[config.mk]
export PLATFORM = sky130hd
export DESIGN_NAME = fifo_uart_tx_drain
export DESIGN_NICKNAME = d
export VERILOG_FILES = /design/src/rtl/fifo_uart_tx_drain.sv
export SDC_FILE = /design/constraint.sdc
export NUM_CORES = 1
export LEC_CHECK = 0
export ABC_CLOCK_PERIOD_IN_PS = 2300
export BUFFER_PORTS_ARGS = -buffer_cell sky130_fd_sc_hd__buf_4
export CORE_AREA = 2 2 61 63
export CTS_BUF_LIST = sky130_fd_sc_hd__clkbuf_16
export DETAILED_ROUTE_END_ITERATION = 8
export DIE_AREA = 0 0 63 65
export GPL_TIMING_DRIVEN = 0
export PLACE_DENSITY = 0.77
export SETUP_SLACK_MARGIN = 0.3
export SLEW_MARGIN = 5
export SYNTH_ARGS = -nofsm -noshare
export SYNTH_HDL_FRONTEND = slang
export SYNTH_SLANG_ARGS = --single-unit
export TNS_END_PERCENT = 5
[constraint.sdc]
create_clock -name clk -period 2.3 [get_ports clk]
set_input_delay 0.23 -clock clk [delete_from_list [all_inputs] [get_ports clk]]
set_output_delay 0.23 -clock clk [all_outputs]
set_load 0.02 [all_outputs]
[src/rtl/fifo_uart_tx_drain.sv]
// Drains a byte FIFO onto a serial line as 8N1 UART frames (start, DATA_W bits LSB first, stop).
// One pop per frame; a frame in flight always completes unless reset intervenes.
module fifo_uart_tx_drain #(
   parameter int CLKS_PER_BIT = 16,
   parameter int DATA_W       = 8
) (
   input  logic              clk,
   input  logic              rst,
   input  logic              enable,
   input  logic              fifo_empty,
   input  logic [DATA_W-1:0] fifo_dout,
   output logic              rd,
   output logic              tx,
   output logic              busy,
   output logic              tx_done,
   output logic [15:0]       frame_cnt
);

   localparam int BAUD_W = (CLKS_PER_BIT > 1) ? $clog2(CLKS_PER_BIT) : 1;
   localparam int BIT_W  = (DATA_W > 1) ? $clog2(DATA_W) : 1;
   localparam logic [BAUD_W-1:0] BAUD_LAST = BAUD_W'(CLKS_PER_BIT - 1);
   localparam logic [BIT_W-1:0]  BIT_LAST  = BIT_W'(DATA_W - 1);

   typedef enum logic [2:0] {
      S_IDLE, S_READ, S_CAPT, S_START, S_DATA, S_STOP
   } state_t;

   state_t              r_state;
   state_t              w_next;
   logic [BAUD_W-1:0]   r_baud;
   logic [BIT_W-1:0]    r_bit;
   logic [DATA_W-1:0]   r_shreg;
   logic [DATA_W-1:0]   w_shifted;
   logic                r_rd;
   logic                r_tx;
   logic                r_busy;
   logic [15:0]         r_frame_cnt;
   logic                w_baud_end;
   logic                w_go;

   assign w_baud_end = (r_baud == BAUD_LAST);
   assign w_go       = (r_state == S_IDLE) && enable && !fifo_empty;
   assign w_shifted  = r_shreg >> 1;

   always_ff @(posedge clk) begin
      if (!rst) r_state <= S_IDLE;
      else      r_state <= w_next;
   end

   always_comb begin
      w_next = r_state;
      case (r_state)
         S_IDLE:  if (w_go) w_next = S_READ;
         S_READ:  w_next = S_CAPT;
         S_CAPT:  w_next = S_START;
         S_START: if (w_baud_end) w_next = S_DATA;
         S_DATA:  if (w_baud_end && (r_bit == BIT_LAST)) w_next = S_STOP;
         S_STOP:  if (w_baud_end) w_next = S_IDLE;
         default: w_next = S_IDLE;
      endcase
   end

   // The FIFO presents the popped byte one cycle after it samples rd, hence the READ/CAPT pair.
   always_ff @(posedge clk) begin
      if (!rst) begin
         r_rd        <= 1'b0;
         r_tx        <= 1'b1;
         r_busy      <= 1'b0;
         r_frame_cnt <= 16'd0;
         r_baud      <= '0;
         r_bit       <= '0;
         r_shreg     <= '0;
      end else begin
         r_rd <= w_go;
         case (r_state)
            S_IDLE: begin
               r_tx <= 1'b1;
               if (w_go) r_busy <= 1'b1;
            end
            S_CAPT: begin
               r_shreg <= fifo_dout;
               r_tx    <= 1'b0;
               r_baud  <= '0;
            end
            S_START: begin
               if (w_baud_end) begin
                  r_tx   <= r_shreg[0];
                  r_bit  <= '0;
                  r_baud <= '0;
               end else begin
                  r_baud <= r_baud + BAUD_W'(1);
               end
            end
            S_DATA: begin
               if (w_baud_end) begin
                  r_baud  <= '0;
                  r_shreg <= w_shifted;
                  r_bit   <= r_bit + BIT_W'(1);
                  r_tx    <= (r_bit == BIT_LAST) ? 1'b1 : w_shifted[0];
               end else begin
                  r_baud <= r_baud + BAUD_W'(1);
               end
            end
            S_STOP: begin
               if (w_baud_end) begin
                  r_baud      <= '0;
                  r_busy      <= 1'b0;
                  r_frame_cnt <= r_frame_cnt + 16'd1;
               end else begin
                  r_baud <= r_baud + BAUD_W'(1);
               end
            end
            default: ;
         endcase
      end
   end

   assign rd        = r_rd;
   assign tx        = r_tx;
   assign busy      = r_busy;
   assign tx_done   = (r_state == S_STOP) && w_baud_end;
   assign frame_cnt = r_frame_cnt;

endmodule
# After elaboration in Yosys (flattened, before gate mapping)
# Cells that the tools add are included.
op_classes:
  n_mux: 18
  add_sub_neg: 3
  n_reduce_logical: 18
  n_eq_ne: 12
op_table:
  columns: ["cell", "count"]
  rows:
  - ["$pmux W3 S6", 1]
  - ["$add A16 B1 Y16 const B", 1]
  - ["$pmux W8 S2", 1]
  - ["$mux W3", 5]
  - ["$ne A2 B2 Y1 const B", 5]
  - ["$eq A3 B3 Y1 const B", 3]
  - ["$reduce_and A3 Y1", 3]
  - ["$mux W8", 1]
  - ["$pmux W4 S2", 1]
  - ["$reduce_bool A2 Y1", 4]
  - ["$eq A3 B2 Y1 const B", 2]
  - ["$pmux W3 S2", 1]
  - ["$mux W1", 5]
  - ["$add A4 B1 Y4 const B", 1]
  - ["$eq A4 B4 Y1 const B", 1]
  - ["$logic_and A1 B1 Y1", 4]
  - ["$mux W4", 1]
  - ["$pmux W1 S4", 1]
  - ["$reduce_and A2 Y1", 2]
  - ["$reduce_and A4 Y1", 1]
  - ["$reduce_bool A4 Y1", 1]
  - ["$add A3 B1 Y3 const B", 1]
  - ["$eq A3 B1 Y1 const B", 1]
  - ["$logic_not A3 Y1", 1]
  - ["3 further kinds", 3]
totals:
  ff_bits: 37
  out_inout_bits: 20
  wordCells: 59

# Longest topological paths before layout
depth:
  depth_word: 5
  ltp_mapped: 7
  depth_no_buf: 5

# Least setup slack after synthesis
# No wires, ideal clock.
synth_path:
  path_kind: "reg2reg"
  start: "reg r_baud[0]"
  end: "reg r_frame_cnt[15], in the netlist frame_cnt[15]"
  t_required_ns: 2.230
  t_arrival_ns: 1.817
  setup_time_ns: 0.070
  synth_period_minus_slack_ns: 1.888
  setup_slack_ns: 0.412
  path_stages_with_launch: 8
  path_buffers: 2
  cell_sequence: "dfxtp_1 -> ha_1 -> and4_1 -> buf_6 -> nand4_4 -> buf_6 -> or4_1 -> a21oi_1"
synth_via:
  elab_chain_cells: 2
synth_rtl:
  columns: ["element", "line", "text"]
  rows:
  - ["start, declared", "30", "logic [BAUD_W-1:0] r_baud;"]
  - ["start signal, assigned", "91", "r_baud <= r_baud + BAUD_W'(1);"]
  - ["start signal, assigned", "101", "r_baud <= r_baud + BAUD_W'(1);"]
  - ["start signal, assigned", "110", "r_baud <= r_baud + BAUD_W'(1);"]
  - ["$eq A4 B4 Y1", "41", "assign w_baud_end = (r_baud == BAUD_LAST);"]
  - ["$reduce_and A2 Y1 (no source line)", null, null]
  - ["end signal, assigned", "108", "r_frame_cnt <= r_frame_cnt + 16'd1;"]
  - ["end, declared", "37", "logic [15:0] r_frame_cnt;"]
# Every way passes these cells.
# A chain may end at the register's enable or synchronous reset.

# Worst setup path in the final report
layout_path:
  start: "reg r_baud[1]"
  end: "reg r_frame_cnt[15], in the netlist frame_cnt[15]"
# Same word-level chain as after synthesis.

==> results.cfg <==
[detailed_routing]
drtPass1Iterations = 4
remaining_drc_errors = 0
ant_nets = 0
routed_wl_um = 3990
vias = 1663
vias_per_cell = 5.618
wire_per_inst_um = 13.48
initialDrtViolationCount = 101

[clock_network]
root_buffer = clkbuf_16
cts_buffers = 5
hold_buffers = 0
numClockSinks = 37
clock_latency_ns = 0.28
clkSlewWorstSetupHoldPaths_ns = 0.05
clockBufferDepth = 2
cts_tree = built
htreeDepth = 2

[setup_path]
r2r-start = r_baud[1]
start_kind = flop
worst_ep_arrival_time_ns = 2.11
critical_path_class = reg2reg
r2r_setup_slack_ns = 0.39
cp_max_fo = 10
rr_worst_depth = 7
critPathRequiredTime_ns = 2.51
end_kind = flop
reg2reg_to = frame_cnt[15]

[floorplanning]
num_rows = 22
core_area_sq_um = 3496
dieArea_sq_um = 4095
fp.dieH_um = 65
start_util = 0.5225
ioPinCount = 32
die_w_um = 63

[timing]
tightestPinTransition_ns = 0.6093
fin_skew_ns = 0.001918
max_freq_ghz = 0.5241
hold-worst-slack_ns = 0.2325
slew_headroom = 0.5906
fin_tns_setup_ns = 0
hold_viol = 0
period_share = 0.8296
period_needed_ns = 1.908
rsz0062_at_grt = yes
drv_slew = 0
setup_viol = 0

[logic_synthesis]
ys_seq_area_frac = 0.4055
synth_area_leaders = dfxtp_1, mux2i_1, a21oi_1, a211oi_1, nor2_1
yosys.area.top_type = dfxtp_1
avgSynthCellArea_sq_um = 8.740
synth_xor_area_frac = 0.03356
synth_top_family_by_area = simple AND/OR/NAND/NOR gates
syn_nets = 225
synth_top_area_frac = 0.4055
synth_edf_count = 0
synth.distinct_cells = 39
synth-seq-cells = 37
muxShareOfSynthArea = 0.05479
async_flop_share = 0
ys_warn_count = 0
netlist_area_sq_um = 1827
synth_flop_cell = dfxtp_1
synth-simple-area-share = 0.2438
synth-compound-area-share = 0.1884
synthCells = 209
synth-adder-area-share = 0.02740

[power_and_ir_drop]
p_leak_nw = 0.9076
vdd_drop_max_mv = 0.2784
p_per_area_nw_per_um2 = 619.7
p_total_w = 0.001416

[hold_path]
min_from = rst
holdPathEnd = r_state[2]
hold_depth = 2
hp-class = in2reg

[placement]
dp.cells = 288
port_buffers = 31
hpwl_um = 2805
place_congestion = 0.8198

[global_routing]
antenna_found_initial = 0
grt_max_degree = 12
gr-total-overflow = 0
grt_pass1_wl_um = 6610
grt_pass1_vias = 1511
track_usage = 0.2052

[cells_and_area]
num_antenna_cells = 0
regArea_sq_um = 742.0
layout.nets = 263
area_growth_pct = 25.07
multi_input_area_sq_um = 1025
layout.cells.non_filler = 296
fin_util = 0.6535
drive_above_1_share = 0.1976
fillers = 298

[flow_run]
maxCapViolations = 0

[status]
status = completed
-- synthesized netlist by cell type (3+ instances only) --
cell,instances
a221oi_1,3
nor4_1,4
xor2_1,5
mux2i_1,10
nor3_1,6
buf_6,3
a21oi_1,17
nand4_1,3
and3_1,4
inv_1,4
o22ai_1,3
and2_1,3
and4_1,3
dfxtp_1,37
nand2_1,12
nand2b_1,4
clkbuf_1,6
nand3_1,8
nor2_1,21
or3_1,7
o21ai_1,3
a211oi_1,11
o21ai_0,8
ha_1,4
-- how the worst max path moves through the flow --
stage | endpoint | cells past startpoint | slack, ns | startpoint
final | frame_cnt[15] | 7 | 0.39 | r_baud[1]
after global routing | tx_done | 4 | 0.28 | r_state[2]
after CTS | tx_done | 4 | 0.33 | r_state[0]
after detailed placement | frame_cnt[15] | 7 | 0.26 | r_baud[0]
after global placement | frame_cnt[15] | 7 | 0.28 | r_baud[0]
after floorplan | frame_cnt[15] | 7 | 0.41 | r_baud[0]
-- worst max-delay path, cell delays in order (launching register included) --
cell and delay [ns]:
dfxtp_1 0.42, ha_4 0.20, and4_1 0.21, buf_6 0.14, nand4_4 0.10, buf_6 0.16
or4_1 0.46, a21oi_1 0.14
-- layer usage --
metal,up-vias,part of all wire,track usage,wire length (um)
met5,-,0,0,0
met4,0,0.017,0.09167,69
met3,7,0.053,0.06076,211
met2,39,0.48,0.3457,1921
met1,765,0.45,0.2411,1789
li1,852,-,-,-
-- cells in the final DEF, fill, tap and decap left out, types with 2 or more instances in the layout --
cell type  count
and2_1         3
ha_1           3
clkbuf_16      5
o22ai_1        3
inv_1          5
nor2_1        21
xor2_1         5
nand4_1        3
mux2i_1       10
xnor2_1        2
or3_1          7
o32ai_1        2
buf_4         31
o21ai_0        8
o31ai_1        2
a21oi_1       17
and3_1         4
nand3_1        8
nor3_1         6
clkbuf_1       5
o21ai_1        3
nor4_1         4
clkinv_2       2
nand2b_1       4
nand2_1       12
or4_1          2
dfxtp_1       36
buf_2          2
a221oi_1       3
and4_1         3
buf_6          3
a211oi_1      11
-- registers in the layout, summed over array words and instances (netlist names) --
signal	flops
r_baud	4
busy	1
tx	1
r_state	3
r_shreg	8
r_bit	3
rd	1
frame_cnt	16
-- cell type report --
class	count	area share
Multi-Input combinational cell	156	0.4485
Sequential cell	37	0.3248
Timing Repair Buffer	31	0.1019
Clock buffer	5	0.05476
Buffer	12	0.03122
Tap cell	48	0.02629
Inverter	4	0.006572
Clock inverter	3	0.006024
-- where the power goes --
| group | leakage, nW | switching [W] | internal, W |
|---|---|---|---|
| Clock | 0.0748 | 0.000248 | 0.000393 |
| Sequential | 0.300 | 0.0000135 | 0.000660 |
| Combinational | 0.532 | 0.0000567 | 0.0000453 |
| Total | 0.908 | 0.000318 | 0.00110 |
-- metrics by stage --
stage | instance area (sq um) | worst slack, ns
floorplan | 1827 | 0.4124
finish | 2285 | 0.3920
global route | 2285 | 0.2784
global placement | 2120 | 0.2784
detailed placement | 2120 | 0.2617
CTS | 2262 | 0.3268
-- timing repair --
action / 4_1_cts / 5_1_grt
endpoints found under the hold margin: 0 / 0
resized for setup: 2 / 4
buffers inserted: 0 / 0
endpoints found under the setup margin: 2 / 6
-- logic make-up (layout without fill, tap and decap cells) --
family          count (synthesis)  count (layout)
simple gates                   82              82
xor+xnor                        7               7
compound gates                 53              53
flops                          37              37
buf+inv                        16              55
mux                            10              10
fa+ha+maj                       4               4
(Power assumes the default switching activity.)
